### src/rtl/ign_channel.sv
// ----------------------------------------------------------------------------
// ign_channel -- angle-triggered ignition coil channel
//
// Drives one coil from a phase-synced crank/cam angle. The coil is charged
// (out = 1) from the angle edge that reaches the active set angle until the
// angle edge that reaches the active reset (spark) angle. An optional maximum
// dwell time cuts the charge early and latches a sticky timeout flag.
//
// New angles/dwell limits are written into a shadow register set and moved
// into the active set either immediately while the channel is idle or on the
// next cycle wrap. This keeps a dwell that is already in progress consistent.
//
// Ports
//   clk            system clock, rising edge
//   rst            asynchronous reset, active low
//   hwag_start     angle generator synchronized (0 = angle invalid)
//   angle          cycle angle, +1 per step or wraps TOP->0
//   wr             single-cycle strobe loading the shadow registers
//   set_angle_in   dwell start angle
//   reset_angle_in spark (dwell end) angle
//   dwell_max_in   maximum dwell in clk cycles, 0 = unlimited
//   clr            clears the sticky tmo/err flags
//   out            registered coil drive, 1 = dwell
//   pending        shadow holds values not yet moved to the active set
//   tmo            sticky: a dwell was cut by the timeout
//   err            sticky: a write was rejected (angle > TOP)
// ----------------------------------------------------------------------------
module ign_channel #(
  parameter int AW  = 24,
  parameter int TOP = 7679,
  parameter int TW  = 24
) (
  input  logic          clk,
  input  logic          rst,
  input  logic          hwag_start,
  input  logic [AW-1:0] angle,
  input  logic          wr,
  input  logic [AW-1:0] set_angle_in,
  input  logic [AW-1:0] reset_angle_in,
  input  logic [TW-1:0] dwell_max_in,
  input  logic          clr,
  output logic          out,
  output logic          pending,
  output logic          tmo,
  output logic          err
);

  localparam logic [AW-1:0] TOP_V = AW'(TOP);
  localparam logic [TW-1:0] TIMER_SAT = '1;

  typedef enum logic [1:0] {
    IDLE  = 2'd0,
    ARMED = 2'd1,
    DWELL = 2'd2,
    LOCK  = 2'd3
  } state_t;

  state_t        state_reg, state_next;
  logic [AW-1:0] angle_q;
  logic [TW-1:0] timer_reg;

  logic [AW-1:0] set_shd, reset_shd;
  logic [TW-1:0] max_shd;
  logic [AW-1:0] set_act, reset_act;
  logic [TW-1:0] max_act;

  logic step, wrap, set_hit, rst_hit;
  logic wr_ok, xfer, timeout;

  // Angle edge detection. Hits only fire on the edge where the angle arrives
  // at a value, so a stalled angle cannot retrigger.
  assign step    = (angle != angle_q);
  assign wrap    = step & (angle == '0);
  assign set_hit = step & (angle == set_act);
  assign rst_hit = step & (angle == reset_act);

  assign wr_ok = wr & (set_angle_in <= TOP_V) & (reset_angle_in <= TOP_V);
  // Hits above use the pre-transfer active values, so a transfer on the wrap
  // edge only affects decisions from the following step onward.
  assign xfer  = pending & ((state_reg == IDLE) | wrap);

  // Next-state logic
  always_comb begin
    state_next = state_reg;
    timeout    = 1'b0;
    case (state_reg)
      IDLE:  state_next = ARMED;
      // set==reset makes both hits coincide, which keeps the channel parked.
      ARMED: if (set_hit && !rst_hit) state_next = DWELL;
      DWELL: begin
        if (rst_hit) begin
          state_next = ARMED;
        end else if ((max_act != '0) && (timer_reg == (max_act - TW'(1)))) begin
          state_next = LOCK;
          timeout    = 1'b1;
        end
      end
      LOCK:  if (rst_hit) state_next = ARMED;
      default: state_next = IDLE;
    endcase
    // Loss of angle sync overrides everything, including a pending timeout.
    if (!hwag_start) begin
      state_next = IDLE;
      timeout    = 1'b0;
    end
  end

  // State, angle history, dwell timer and coil drive
  always_ff @(posedge clk or negedge rst) begin
    if (!rst) begin
      state_reg <= IDLE;
      angle_q   <= '0;
      timer_reg <= '0;
      out       <= 1'b0;
    end else begin
      state_reg <= state_next;
      angle_q   <= angle;
      out       <= (state_next == DWELL);
      if (state_reg != DWELL && state_next == DWELL) begin
        timer_reg <= '0;
      end else if (state_reg == DWELL && timer_reg != TIMER_SAT) begin
        timer_reg <= timer_reg + TW'(1);
      end
    end
  end

  // Shadow/active register sets and sticky flags
  always_ff @(posedge clk or negedge rst) begin
    if (!rst) begin
      set_shd   <= '0;
      reset_shd <= '0;
      max_shd   <= '0;
      set_act   <= '0;
      reset_act <= '0;
      max_act   <= '0;
      pending   <= 1'b0;
      tmo       <= 1'b0;
      err       <= 1'b0;
    end else begin
      if (xfer) begin
        set_act   <= set_shd;
        reset_act <= reset_shd;
        max_act   <= max_shd;
      end
      // A valid write on the transfer edge refills the shadow, so pending
      // stays set while the old shadow moves to active.
      if (wr_ok) begin
        set_shd   <= set_angle_in;
        reset_shd <= reset_angle_in;
        max_shd   <= dwell_max_in;
        pending   <= 1'b1;
      end else if (xfer) begin
        pending   <= 1'b0;
      end
      // Setting events beat clr on the same edge.
      if (wr && !wr_ok) err <= 1'b1;
      else if (clr)     err <= 1'b0;
      if (timeout)      tmo <= 1'b1;
      else if (clr)     tmo <= 1'b0;
    end
  end

endmodule

### config.mk
export PLATFORM = sky130hd
export DESIGN_NAME = ign_channel
export DESIGN_NICKNAME = d
export VERILOG_FILES = /design/src/rtl/ign_channel.sv
export SDC_FILE = /design/constraint.sdc
export NUM_CORES = 1
export LEC_CHECK = 0
export BUFFER_PORTS_ARGS = -buffer_cell sky130_fd_sc_hd__buf_2
export CORE_MARGIN = 2
export CORE_UTILIZATION = 58
export DETAILED_ROUTE_END_ITERATION = 10
export MAX_ROUTING_LAYER = met4
export PLACE_DENSITY = 0.78
export REMOVE_ABC_BUFFERS = 1
export SKIP_LAST_GASP = 1
export SYNTH_ARGS = -nofsm -noshare
export SYNTH_HDL_FRONTEND = slang
export SYNTH_SLANG_ARGS = --single-unit
### constraint.sdc
create_clock -name clk -period 3.96 [get_ports clk]
set_input_delay 0.198 -clock clk [delete_from_list [all_inputs] [get_ports clk]]
set_output_delay 0.198 -clock clk [all_outputs]
set_load 0.01 [all_outputs]
Yosys cells after proc, flatten, opt, wreduce, memory -nomap -nowiden
Index checks and enable logic that the tools add are counted.
{"block": "word_totals", "out_inout_bits": 4, "register_bits": 198, "input_bits": 101}
{"block": "classes", "n_lt_le_gt_ge": 2, "eq_ne": 10, "reduce_logical": 14, "add_sub_neg": 2, "muxes": 17, "bitwise_logic": 7}
{"op": "$eq 24x24->1", "n": 3}
{"op": "$le 24x13->1 const B", "n": 2}
{"op": "$mux 24", "n": 2}
{"op": "$add 24x1->24 const B", "n": 1}
{"op": "$logic_not 24->1", "n": 1}
{"op": "$ne 24x24->1", "n": 1}
{"op": "$ne 24x24->1 const B", "n": 1}
{"op": "$reduce_bool 24->1", "n": 1}
{"op": "$sub 24x1->24 const B", "n": 1}
{"op": "$mux 2", "n": 5}
{"op": "$mux 1", "n": 9}
{"op": "$pmux 2 s4", "n": 1}
{"op": "$reduce_bool 2->1", "n": 4}
{"op": "$and 1x1->1", "n": 6}
{"op": "$eq 2x2->1 const B", "n": 3}
{"op": "$logic_and 1x1->1", "n": 5}
{"op": "$eq 2x1->1 const B", "n": 1}
{"op": "$logic_not 1->1", "n": 2}
{"op": "$logic_not 2->1", "n": 1}
{"op": "$ne 2x2->1 const B", "n": 1}
{"op": "$or 1x1->1", "n": 1}

Depth between registers and ports, before layout
Gate-level depths: netlist of run 1.
{"block": "depth", "word_depth": 10, "ltp_mapped": 10, "depth_no_buf": 9}

Worst setup path before layout of run 1
No wires, ideal clock.
{"block": "synth_timing", "path_kind": "register -> register", "startpoint": "reg max_act[4]", "endpoint": "reg state_reg[0]", "setup_time_ns": 0.082, "path_buffers": 2, "required_time_ns": 3.878, "synth_period_minus_slack_ns": 2.881, "slack_ns": 1.079, "path_stages_with_launch": 9, "t_arrival_ns": 2.800, "cell_sequence": "dfrtp_1 > buf_6 > or4_4 > or4_1 > buf_2 > o41ai_2 > nand4_1 > or4_1 > a31oi_1"}
{"block": "synth_between", "elab_chain_cells": 7}
{"element": "from (decl)", "line_no": "65", "source": "logic [TW-1:0] max_act;"}
{"element": "from (signal assigned)", "line_no": "143", "source": "max_act <= max_shd;"}
{"element": "$sub 24x1->24", "line_no": "93", "source": "end else if ((max_act != '0) && (timer_reg == (max_act - TW'(1)))) begin"}
{"element": "$eq 24x24->1", "line_no": "93"}
{"element": "$logic_and 1x1->1 *", "line_no": "93"}
{"element": "$mux 2 *", "line_no": "93"}
{"element": "$mux 2 *", "line_no": "91", "source": "if (rst_hit) begin"}
{"element": "$pmux 2 s4 *", "line_no": "86", "source": "case (state_reg)"}
{"element": "$mux 2 *", "line_no": "102", "source": "if (!hwag_start) begin"}
{"element": "via state_next[0]", "line_no": "58", "source": "state_t state_reg, state_next;"}
{"element": "to (signal assigned)", "line_no": "116", "source": "state_reg <= state_next;"}
{"element": "to (decl)", "line_no": "58"}
The timed path passes the listed nets; every way through them passes the cells marked *.
A chain may end at the register's enable or synchronous reset.

Worst setup path after layout of run 1
{"block": "layout_timing", "startpoint": "in angle[11]", "endpoint": "reg max_act[18]"}
{"block": "layout_between", "elab_chain_cells": 4}
{"element": "from (decl)", "line_no": "36", "source": "input logic [AW-1:0] angle,"}
{"element": "$ne 24x24->1 / $logic_not 24->1 (equally long branches)", "line_no": "72, 73"}
{"element": "$and 1x1->1 *", "line_no": "73", "source": "assign wrap = step & (angle == '0);"}
{"element": "$or 1x1->1 *", "line_no": "80", "source": "assign xfer = pending & ((state_reg == IDLE) | wrap);"}
{"element": "$and 1x1->1 *", "line_no": "80"}
Every way passes the cells marked *; elsewhere a longest branch is shown, timed or not.

==> impl_summary.md, run 1 <==
Cells and area
The repair_antennas step left the layout with diodes totalling 0. The signed area change from the synthesized netlist to the final layout is 22.89%. In the final layout, the share of cells above drive strength 1 is 0.2965. The final net count is 977. The filler cells instantiated in the layout total 987.

Die
The initialized floorplan defines 45 standard-cell rows. The core region is 15090 sq um. The initial utilization of the core area, before any placement, comes to 0.5898. The vertical die dimension is 127.9 microns. The area enclosed by the die boundary is 16350 sq um.

The die is 127.9 microns wide. 105 I/O pins were placed.

Global routing
The met3 track utilization from global routing is 0.04925. The number of antenna violations at the first check in global routing came to 0. For this run, global-route usage on met2 was measured as 0.4640. The first-pass GRT wire length is 33200 microns. Across every metal layer, demand over resource in global routing totals 0.2695. The via count of the first global-routing pass came to 6758.

The global-route met1 utilization is 0.3198. The maximum number of pins on one net before global-route repair is 106. The layer carrying the most global-route usage is met2.

Summed over all layers, the global routing overflow is 0.

STA
The final clock period utilization by the worst path is 0.8832. In this run the tightest slew margin relative to its limit is 0.1826. The number of failing hold endpoints at the final stage is 0. The worst path meets setup with 0.4624 ns of slack.

Summed over all failing endpoints, the final setup total negative slack is 0 ns. Between clock sinks in the finished design, the worst skew comes to 0.01533 ns. Setup repair after global routing left no endpoint under its margin. The count of pins over their slew limit is 0. Timing would allow up to 285.9 MHz. Setup violations remaining at the end of the flow were counted as 0. The worst path in the final design needs a cycle of 3.498 ns, including I/O delays and setup. The pin slew with the least headroom to its limit is 1.218 ns.

Drt
The remaining antenna violation count is 0. The first routing iteration left 364 violations. The detailed-route vias per instance is 5.703. The sum of routed wire length over all layers is 19800 microns.

The detailed-route wire length per cell is 18.41 microns. After detailed routing, the number of remaining DRC violations is 0. The first detailed-routing pass ran for 4 iterations. The total vias in the final route is 6131.

Power
The internal power component is 3.049 mW. The sequential group share of total power is 0.510. The switching share of power is 0.2384. The power density over the cells is 366.1 nW/um^2. Of the total power, combinational logic draws 0.056.

The power consumption is 4.004 mW. The clock share of power is 0.434. Summed over all cells, the static leakage comes to 5.089 nW. For this design the total switching power over the nets is 0.9547 mW. Across the VDD grid, the largest voltage drop is 0.3045 mV.

Clock network
The clock root buffer master is clkbuf_16. The H-tree generated during clock tree synthesis spans 4 levels. After clock tree synthesis, the clock-pin slew on the worst setup and hold paths is 0.07 ns. TritonCTS built the clock tree. The worst-skew pair later-pin latency is 0.44 ns. In this run, post-CTS repair resized a total of 0 instances.

The deepest clock path buffer count is 2. The number of buffers added by the clock tree synthesis step is 17. The number of sinks handled by clock tree synthesis is 198.

Setup path
At the worst endpoint, the arrival time is 3.82 ns. The worst setup path is launched from an input port. The startpoint of the worst register-to-register path is angle_q[16]. The critical path is of the in -> reg type.

For the worst setup path, the data required time is 4.28 ns. The register-to-register setup slack is 0.64 ns. The worst setup path is captured at a register. The length in cells of the worst reg-to-reg path is 8. The endpoint identified for the worst register-to-register timing path is max_act[18].

In this run the worst path has a maximum fanout of 37.

Worst hold path
The sink of the worst hold path is reset_shd[11]. The type of the tightest min-delay check is in -> reg. The origin of the worst min-delay path is reset_angle_in[11]. The depth of the worst hold-timing path is 2.

Logic synthesis
The xor/xnor share of the synthesized area is 0.1270. The proportion of netlist area held by the largest area contributor is 0.5567. In the synthesized netlist the dominant register cell turns out to be dfrtp_1. The distinct cell type count of the synthesized netlist is 48.

The summed instance area of the synthesized netlist is 8900 sq um. The dominant combinational cell family by area after synthesis is multiplexers. The number of standard cells after synthesis is 704.

Of the total synthesized cell area, the portion taken by full adders, half adders and majority gates is 0.002812. The number of warnings printed during yosys synthesis is 0. Yosys mapped a number of flops with a built-in enable equal to 0. Measured against the total synthesized area, the mux share comes to 0.1479. The synthesized-area fraction occupied by and/or/nand/nor cells is 0.1142. Of the synthesized area, sequential elements account for 0.5567. After synthesis, the cell types taking the most area are dfrtp_1 (56%), mux2_2 (15%), xnor2_1 (6.6%). The share of flip-flops with an asynchronous set or reset is 1.000. The dominant cell type by area after synthesis is dfrtp_1. The register bit count reported by yosys is 198. The average footprint of a synthesized cell is 12.64 sq um. The share of the synthesized area in compound gates (AO/OA/AOI/OAI) is 0.03599.

Placement
The worst setup slack before clock tree synthesis is 0.6648 ns. Buffers placed on the I/O ports in this run total 104. The half-perimeter wire length of the detailed placement result is 12750 microns. The global placement routability congestion is 0.9492.

Run
The count of maximum capacitance violations is 0.

Status
The flow ran to the end, and the final reports show no timing, DRC or antenna violations.
-- stage by stage --
| step | hold slack [ns] | cells | util | instance area [sq um] |
|---|---|---|---|---|
| 3_5_place_dp | 0.3305 | 974 | 0.6398 | 9654 |
| 6_report | 0.01091 | 1075 | 0.7248 | 10940 |
| 3_3_place_gp | 0.3153 | 974 | 0.6398 | 9654 |
| 5_1_grt | 0.006054 | 1075 | 0.7248 | 10940 |
| 2_1_floorplan | -0.09759 | 677 | - | 8788 |
| 4_1_cts | 0.002818 | 1075 | 0.7248 | 10940 |
-- how the worst max path moves through the flow --
stage / from / end / cells after the start
finish: angle[11] / max_act[18] / 8
global route: angle[11] / max_act[17] / 8
CTS: angle[6] / max_act[18] / 8
detailed placement: angle[6] / reset_act[5] / 7
global placement: angle[6] / reset_act[11] / 7
floorplan: set_angle_in[23] / max_shd[0] / 5
-- power by group through the flow --
stage	sequential, mW	combinational [mW]	clock, mW
2_1_floorplan	2.08	0.0451	0
3_3_place_gp	2.08	0.168	0
3_5_place_dp	2.08	0.174	0
4_1_cts	2.04	0.227	1.76
5_1_grt	2.04	0.249	1.85
6_report	2.04	0.225	1.74
-- cells in the final DEF, fill, tap and decap left out, types with 8 or more instances in the layout --
master           n
mux2_2         116
nor3_1           8
nor2_1          33
nor2b_1         22
xnor2_1         67
dfrtp_1        198
nand2_1         18
clkbuf_16       17
buf_2          103
nor4_1          27
xor2_1          62
nand4_1         24
dlygate4sd3_1   69
nand3_1         15
-- cells in the mapped netlist, drive strengths merged (2+ instances only) --
cell	number
o211ai	3
nand2b	3
a311oi	2
nor3	8
and4	4
buf	7
nor2	33
xnor2	67
a31oi	2
o211a	2
inv	7
or4	8
dfrtp	198
o21ai	7
nor4b	2
nor2b	22
mux2	116
o31ai	3
or3	4
o22a	4
and2	4
xor2	62
nand4	24
ha	2
nand2	18
o21bai	2
nor4	27
and3	7
o2bb2ai	2
a211oi	5
nand3	15
clkbuf	20
a21oi	3
-- routing by layer --
metal  wire (microns)  up-vias
met3              670       41
met4              490        0
met2            10580      141
li1                 -     2841
met1             8055     3108
met5                0        -
-- repair_timing --
item,CTS,global route
hold buffers,69,0
setup buffers,0,0
endpoints found under the hold margin,161,0
-- cell type report --
type | count | area (sq um) | area share
timing repair buffer | 178 | 1295 | 0.1184
sequential | 198 | 4955 | 0.4530
clock inverter | 14 | 162.7 | 0.01487
clock buffer | 18 | 429.2 | 0.03924
multi-input combinational | 472 | 3834 | 0.3505
tap | 188 | 235.2 | 0.02151
inverter | 7 | 26.28 | 0.002402
-- cell families after synthesis --
| family | Yosys count |
|---|---|
| flops | 198 |
| simple gates | 182 |
| buf+inv | 34 |
| mux | 117 |
| xor+xnor | 129 |
| compound gates | 42 |
| fa+ha+maj | 2 |
-- critical path, stage by stage --
cell	delay, ns
dlygate4sd3_1	0.57
buf_2	0.18
nor4_1	0.35
nand4_1	0.18
o32ai_1	0.71
and2_2	0.91
buf_12	0.32
mux2_2	0.37
Note: power is estimated with default switching activity, not from simulation.
==> run 2: changes to the inputs <==
Settings changed: BUFFER_PORTS_ARGS -buffer_cell sky130_fd_sc_hd__buf_2 to unset, CORE_UTILIZATION 58 to 63, DONT_BUFFER_PORTS set to 1, SLEW_MARGIN set to 20.
==> run 2 against run 1 <==
Against the previous run:
- critical path type is now reg -> reg
- flip-flop and latch count unchanged
- the flow now finishes with violations (hold timing)
- register-to-register slack better by 0.16 ns
- cell area down 4.0%
- sequential power is essentially flat
==> impl_summary.md, run 2 (synthesized netlist as in run 1, its figures left out) <==
Clock network
The root buffer cell chosen for the clock tree is clkbuf_16. The post-CTS setup-driven buffer insertion count is 0. The worst-skew pair later-pin latency is 0.43 ns. The clock passes through at most 2 buffers. The number of buffers added to fix hold violations after cts is 77. The clock tree from TritonCTS is done. The number of sinks handled by clock tree synthesis is 198.

The number of buffers added by the clock tree synthesis step is 17. The number of gates given a new drive strength after cts is 0. The H-tree was split into 4 levels. After clock tree synthesis, the clock-pin slew on the worst setup and hold paths is 0.07 ns.

Drt
The initial DRC count is 377. In the routed layout, each cell is associated on average with a via count of 5.958. The first-pass iteration count of the detailed router is 4. After detailed routing, the average wire length per cell comes to 20.87 microns. The final layout contains routed wiring with a total length of 20290 microns. The count of unresolved DRC violations after routing is 0. Detailed routing inserted a total of 5791 vias.

The remaining antenna violation count is 0.

Cells and area
The multi-input combinational cells in the finished layout cover a total of 3834 sq um. Compared with the post-synthesis result, the final layout area differs by 17.95%. The final net count is 882. Once layout is complete, the cells apart from fillers number 972. The final instance area is 10500 sq um.

The fraction of final layout cells with drive strength greater than 1 is 0.2020. Across the whole layout, storage elements account for 4955 sq um. The library cell used most frequently in the layout, excluding fill and tap cells, is dfrtp_1.

The filler cells instantiated in the layout total 824. 0 antenna diodes ended up in the layout. The top cell types in the final layout, fill and taps aside, are dfrtp_1 (198), mux2_2 (116), dlygate4sd3_1 (77).

STA
For this run, the top clock speed supported by timing is 316.9 MHz. The count of pins over their slew limit is 0. In this run the tightest slew margin relative to its limit is 0.4829. For the pin with the worst max-slew slack, the measured transition is 0.7756 ns. The worst-case setup margin in the final layout is 0.8045 ns. Dividing the final minimum period by the clock period gives 0.7968. On the final layout, the worst clock skew is 0.01130 ns.

Setup repair after global routing left no endpoint under its margin. The number of failing hold endpoints at the final stage was 198. The tightest hold path in the finished design has a slack of -0.5416 ns.

The clock period minus worst slack is 3.156 ns. Setup violations remaining at the end of the flow were counted as 0.

Setup path
Broken down by cell family, the worst path's largest delay share belongs to simple AND/OR/NAND/NOR gates. The critical path endpoint category is a register. The type of the worst setup path is reg -> reg.

The largest fanout on the critical path is 6. The launching element type of the critical path is a register. The most frequent cell on the critical path is or4_1. Data on the critical path arrives at its endpoint at 3.51 ns. At the worst endpoint, the required time is 4.32 ns.

The register-to-register setup slack is 0.80 ns. On the critical path, the stage with the largest delay is an instance of or4_1. In this design, the stage delay of the slowest critical-path cell is 0.60 ns. The signal on the critical path passes through inv_1 -> ha_1 -> or4b_1 -> or4_1 -> o41ai_2 -> nand4_1 -> or4_1 -> a31oi_1. Counting both buffers and inverters, the worst setup path holds a total of 1.

Placement
The number of port buffers is 0. After detailed placement, the total cell area comes to 9110 sq um. Counting tap cells, the placed design contains a total of 863 instances. The global placement routability congestion is 0.8678. The worst setup slack before clock tree synthesis is 0.8030 ns. After legalization and detailed placement, the total HPWL measured 12340 microns.

Power
In this run the static leakage power is 4.719 nW. The power consumption is 3.949 mW. IR analysis of the VDD net gives a maximum drop of 0.4846 mV. The power density over the cells is 376.2 nW/um^2.

Global routing
The total global-route track usage is 0.2963. The overall overflow remaining after global route is 0. The first-pass GRT wire length is 32540 microns. The number of antenna violations at the first check in global routing is 0. The maximum number of pins on one net before global-route repair is 199.

The via count of the first global-routing pass came to 6209.

Die
The boundary pin count is 105. The initial utilization of the core area, before any placement, comes to 0.6437. Measured along the x axis, the die boundary spans 122.9 microns. The number of standard-cell rows in the floorplan is 43. The die covers 15090 sq um. The placeable core region is 13830 sq um. The vertical die dimension is 122.9 microns.

Status
The final reports fail on hold timing. The flow ran to the end, but the final reports show violations.

Worst hold path
The worst hold path belongs to the class in -> async.

Run
The count of maximum capacitance violations is 0.
run 2: changes by cell type in the layout (fill, tap and decap cells not counted), sizes merged:
| cell | before | now |
|---|---|---|
| buf | 108 | 6 |
| bufinv | 1 | 2 |
| clkbuf | 19 | 20 |
| clkinvlp | 1 | 0 |
| dlygate4sd3 | 69 | 77 |
| inv | 14 | 12 |
run 2: final timing paths:
kind,startpoint,endpoint,cells after the start
max in group asynchronous,rst,set_act[22],0
min in group clk,angle[22],pending,4
worst min register to register,set_shd[10],set_shd[10],1
worst min-delay path,rst,set_act[10],0
worst max-delay path,max_act[0],state_reg[0],8
worst max register to register,max_act[0],state_reg[0],8
run 2: worst reg2reg max path, delay by kind of cell, from the launching register on:
| family | cells | cell delay, ns |
|---|---|---|
| compound gates | 2 | 0.54 |
| fa+ha+maj | 1 | 0.21 |
| buf+inv | 1 | 0.11 |
| flops | 1 | 0.41 |
| simple gates | 4 | 1.82 |
run 2: cell type report:
cell class	count	share of cell area
clock buffer	20	0.04350
clock inverter	12	0.01526
inverter	7	0.002503
multi-input combinational	472	0.3652
sequential	198	0.4720
tap	180	0.02145
timing repair buffer	83	0.08010
run 2: where the power goes:
part | leakage, nW | internal (mW) | total, mW | switching, mW
Clock | 0.302 | 0.990 | 1.79 | 0.796
Sequential | 2.57 | 2.03 | 2.04 | 0.00732
Combinational | 1.85 | 0.0831 | 0.122 | 0.0387
Total | 4.72 | 3.11 | 3.95 | 0.842
run 2: per-stage QoR:
step                  util  setup TNS [ns]
floorplan                -          -56.69
global placement    0.6589               0
detailed placement  0.6589               0
CTS                 0.7592               0
global route        0.7592               0
finish              0.7592               0
run 2: layer usage:
| layer | up-vias | track usage | wire length (microns) |
|---|---|---|---|
| li1 | 2636 | - | - |
| met1 | 2956 | 0.3438 | 7871 |
| met2 | 158 | 0.5017 | 10990 |
| met3 | 41 | 0.07296 | 887 |
| met4 | 0 | 0.1063 | 536 |
| met5 | - | - | 0 |
==> run 3: changes to the inputs <==
Settings changed: ABC_AREA set to 1, CORE_UTILIZATION 63 to 64, PLACE_DENSITY 0.78 to 0.79.
Clock period 3.96 ns to 3.3 ns, I/O delays scaled along.
==> run 3 against run 2 <==
Against the previous run:
- the flow still finishes with violations (hold timing)
- clock skew up 0.00061 ns
- routed wire length increased by 21%
- critical path type unchanged
- sequential power grew 20%
- setup slack lost 0.15 ns
- clock power increased by 16%
- first-iteration DRC count grew 95%
- cell count up 47%
- largest power group unchanged
- highest routed layer unchanged
- via count up 36%
- cell area grew 6.9%
- critical path depth is 8 higher
==> impl_summary.md, run 3 <==
Status
The flow ran to the end, but the final reports show violations. The checks that failed: hold timing.

Power
The power density over the cells is 419.0 nW/um^2. Power comes to 4.704 mW. The static leakage power is 5.755 nW. The maximum vdd drop is 0.4225 mV.

Drt
The remaining antenna violation count is 0. The first-pass iteration count of the detailed router is 5. Summing over every cut layer, the via total after detailed routing is 7898. In the routed design, unresolved DRC markers number 0.

The initial DRC count is 737. The sum of routed wire length over all layers is 24470 microns. Dividing the detail-routed via count by the number of cells gives 5.523. The detailed-route wire length per cell is 17.11 microns.

Die
In this run the horizontal extent of the chip is 127.2 microns. The boundary pin count is 105. Measured along the y axis, the die boundary spans 127.2 microns.

The number of standard-cell rows in the floorplan is 45. The placeable core region is 15030 sq um. The die covers 16170 sq um.

For this configuration, the core starts out at a cell density of 0.6458.

Setup path
The length in cells of the worst reg-to-reg path is 16. The number of buffers and inverters on the critical path is 2. The worst setup path is of the reg -> reg kind. The most frequent cell on the critical path is nand2_1.

The data required time at the worst endpoint is 3.68 ns. The worst stage delay on the critical path is 0.40 ns. Data on the critical path arrives at its endpoint at 3.03 ns. The largest fanout on the critical path is 24.

The critical path endpoint category is a register. On the critical path, the stage with the largest delay is an instance of dfrtp_1. The worst setup path is launched from a register.

The worst register-to-register path begins at max_act[0]. In this run the critical register-to-register path is captured at timer_reg[10]. The register-to-register setup slack is 0.66 ns. The family with the most delay on the worst path is simple AND/OR/NAND/NOR gates.

Traced cell by cell, the critical path runs through inv_1 -> ha_1 -> nand2_1 -> nor2_1 -> nand2_1 -> nand2_1 -> nand2_1 -> nor2_1 -> nand3_1 -> nor2_1 -> nand3_1 -> o21bai_2 -> nand2_2 -> nand3_4 -> nand2_1 -> inv_2.

Logic synthesis
The share of synthesized area in the top cell type comes to 0.5104. The most frequent cell after synthesis is nand2_1. The number of standard cells after synthesis is 1154.

The share of synthesized area occupied by flip-flops and latches is 0.5104. The register bit count reported by yosys is 198. The mapped netlist covers 9708 sq um.

Yosys printed 0 warnings. Counting instances in the post-synthesis netlist gives the leading cell types as nand2_1 (332), dfrtp_1 (198), inv_1 (125), nor2_1 (118), xor2_1 (49). Among all flip-flop cells after synthesis, the most frequent one is dfrtp_1. In this run, synthesis inferred 0 flip-flops with an integrated enable. In the synthesized netlist the async set-or-reset flop fraction comes to 1.000. The distinct cell type count of the synthesized netlist is 37.

Of all cell types, the one taking the most synthesized area is dfrtp_1. After synthesis, the cell types taking the most area are dfrtp_1 (51%), nand2_1 (13%), inv_1 (4.8%). The average footprint of a synthesized cell is 8.413 sq um.

STA
The pin slew with the least headroom to its limit is 0.6877 ns. The count of pins over their slew limit was 0. The routed design could run at a clock period as short as 2.643 ns. Timing would allow up to 378.3 MHz. For the final database, setup skew stands at 0.01191 ns. Headroom to the max-slew limit came out at 0.5380.

Dividing the final minimum period by the clock period gives 0.8010. On the final layout, the worst hold slack is -0.5907 ns. The number of failing hold endpoints at the final stage is 198. Setup violations remaining at the end of the flow were counted as 0. In the post-route analysis, the smallest setup slack over all paths is 0.6566 ns.

Setup repair after global routing left no endpoint under its margin.

Cells and area
The final net count is 1331. The share of the core filled with cells in the final layout is 0.7468. The fraction of final layout cells with drive strength greater than 1 is 0.09992. Leaving out fill and tap cells, the most frequent cells in the layout are nand2_1 (330), dfrtp_1 (198), inv_1 (124). The commonest non-fill, non-tap cell in the layout is nand2_1. The final non-filler cell total is 1430. The signed area change from the synthesized netlist to the final layout is 15.65%.

Global routing
Across every metal layer, demand over resource in global routing totals 0.3250. After global routing the overflow that remains totals 0. The maximum number of pins on one net before global-route repair is 199. The via count of the first global-routing pass came to 7748. The first global-routing pass estimated 39460 microns of wire. The number of antenna violations at the first check in global routing is 1.

Clock network
The number of buffers added to fix hold violations after cts is 77. The tree built by TritonCTS fans out to 198 sinks. The H-tree generated during clock tree synthesis spans 4 levels. Clock tree synthesis inserted a total of 17 buffers. The clock root buffer master is clkbuf_16. The clock tree from TritonCTS is done. The clock passes through at most 2 buffers. The worst-skew pair later-pin latency is 0.44 ns.

The clock slew seen by the registers of the worst setup and hold paths is 0.08 ns.

Placement
OpenSTA, run right after detailed placement, puts the worst setup slack at 0.7578 ns. At the end of routability-driven placement, the weighted congestion stood at 0.9999. After legalization and detailed placement, the total HPWL measured 15610 microns. The number of port buffers is 0. Counting tap cells, the placed design contains a total of 1320 instances.

Worst hold path
The type of the tightest min-delay check is in -> async.

Run
Max-cap violations in this run came to 0.
[run 3: changes by cell type after synthesis, sizes merged, moves of 18 or more]
cell   before  now
nand2      18  344
inv         7  146
nor2       33  125
mux2      116   33
o21ai       7   44
xnor2      67   36
nand3      15   44
nor2b      22    0
a21oi       3   21
[run 3: layer usage]
layer  vias to the layer above  wire, microns  global-route usage
met5                         -              0                   -
li1                       3759              -                   -
met2                       334          11610              0.5022
met1                      3766          10650              0.4450
met3                        39           1825             0.07286
met4                         0            380             0.08080
[run 3: cell type report]
type / instances / area [sq um]
tap: 188 / 235.2
sequential: 198 / 4955
fill: 1050 / 3806
clock buffer: 18 / 429.2
timing repair buffer: 84 / 823.3
antenna: 1 / 2.502
inverter: 147 / 551.8
clock inverter: 14 / 175.2
multi-input combinational: 780 / 4055
[run 3: repair_timing]
item	CTS	global route
gates resized for setup	0	0
hold endpoints to repair	276	198
setup buffers	0	0
[run 3: worst max path at each step]
stage,start,to,slack (ns),cells past startpoint
after CTS,max_act[0],timer_reg[4],0.70,16
after detailed placement,max_act[0],timer_reg[10],0.76,16
final,max_act[0],timer_reg[10],0.66,16
after floorplan,angle_q[11],max_act[10],-0.17,9
after global placement,max_act[0],timer_reg[3],0.81,16
after global routing,max_act[0],timer_reg[10],0.37,16
[run 3: metrics by stage]
stage / instance area [sq um] / TNS [ns]
floorplan: 9552 / -5.527
global placement: 9849 / 0
detailed placement: 9849 / 0
CTS: 11220 / 0
global route: 11230 / 0
finish: 11230 / 0
[run 3: power breakdown]
group,leakage (nW),switching [mW],internal [mW]
registers,2.50,0.0116,2.44
logic,2.96,0.0683,0.108
clock network,0.293,1.04,1.03
[run 3: cells by family (layout without fill, tap and decap cells)]
| group | Yosys count | count (layout) | share of synthesized area |
|---|---|---|---|
| simple gates | 587 | 587 | 0.2591 |
| flops | 198 | 198 | 0.5104 |
| buf+inv | 176 | 263 | 0.07295 |
| xor+xnor | 85 | 85 | 0.07668 |
| compound gates | 73 | 73 | 0.04008 |
| mux | 33 | 33 | 0.03828 |
| fa+ha+maj | 2 | 2 | 0.002577 |
| other cells | 0 | 1 | 0 |
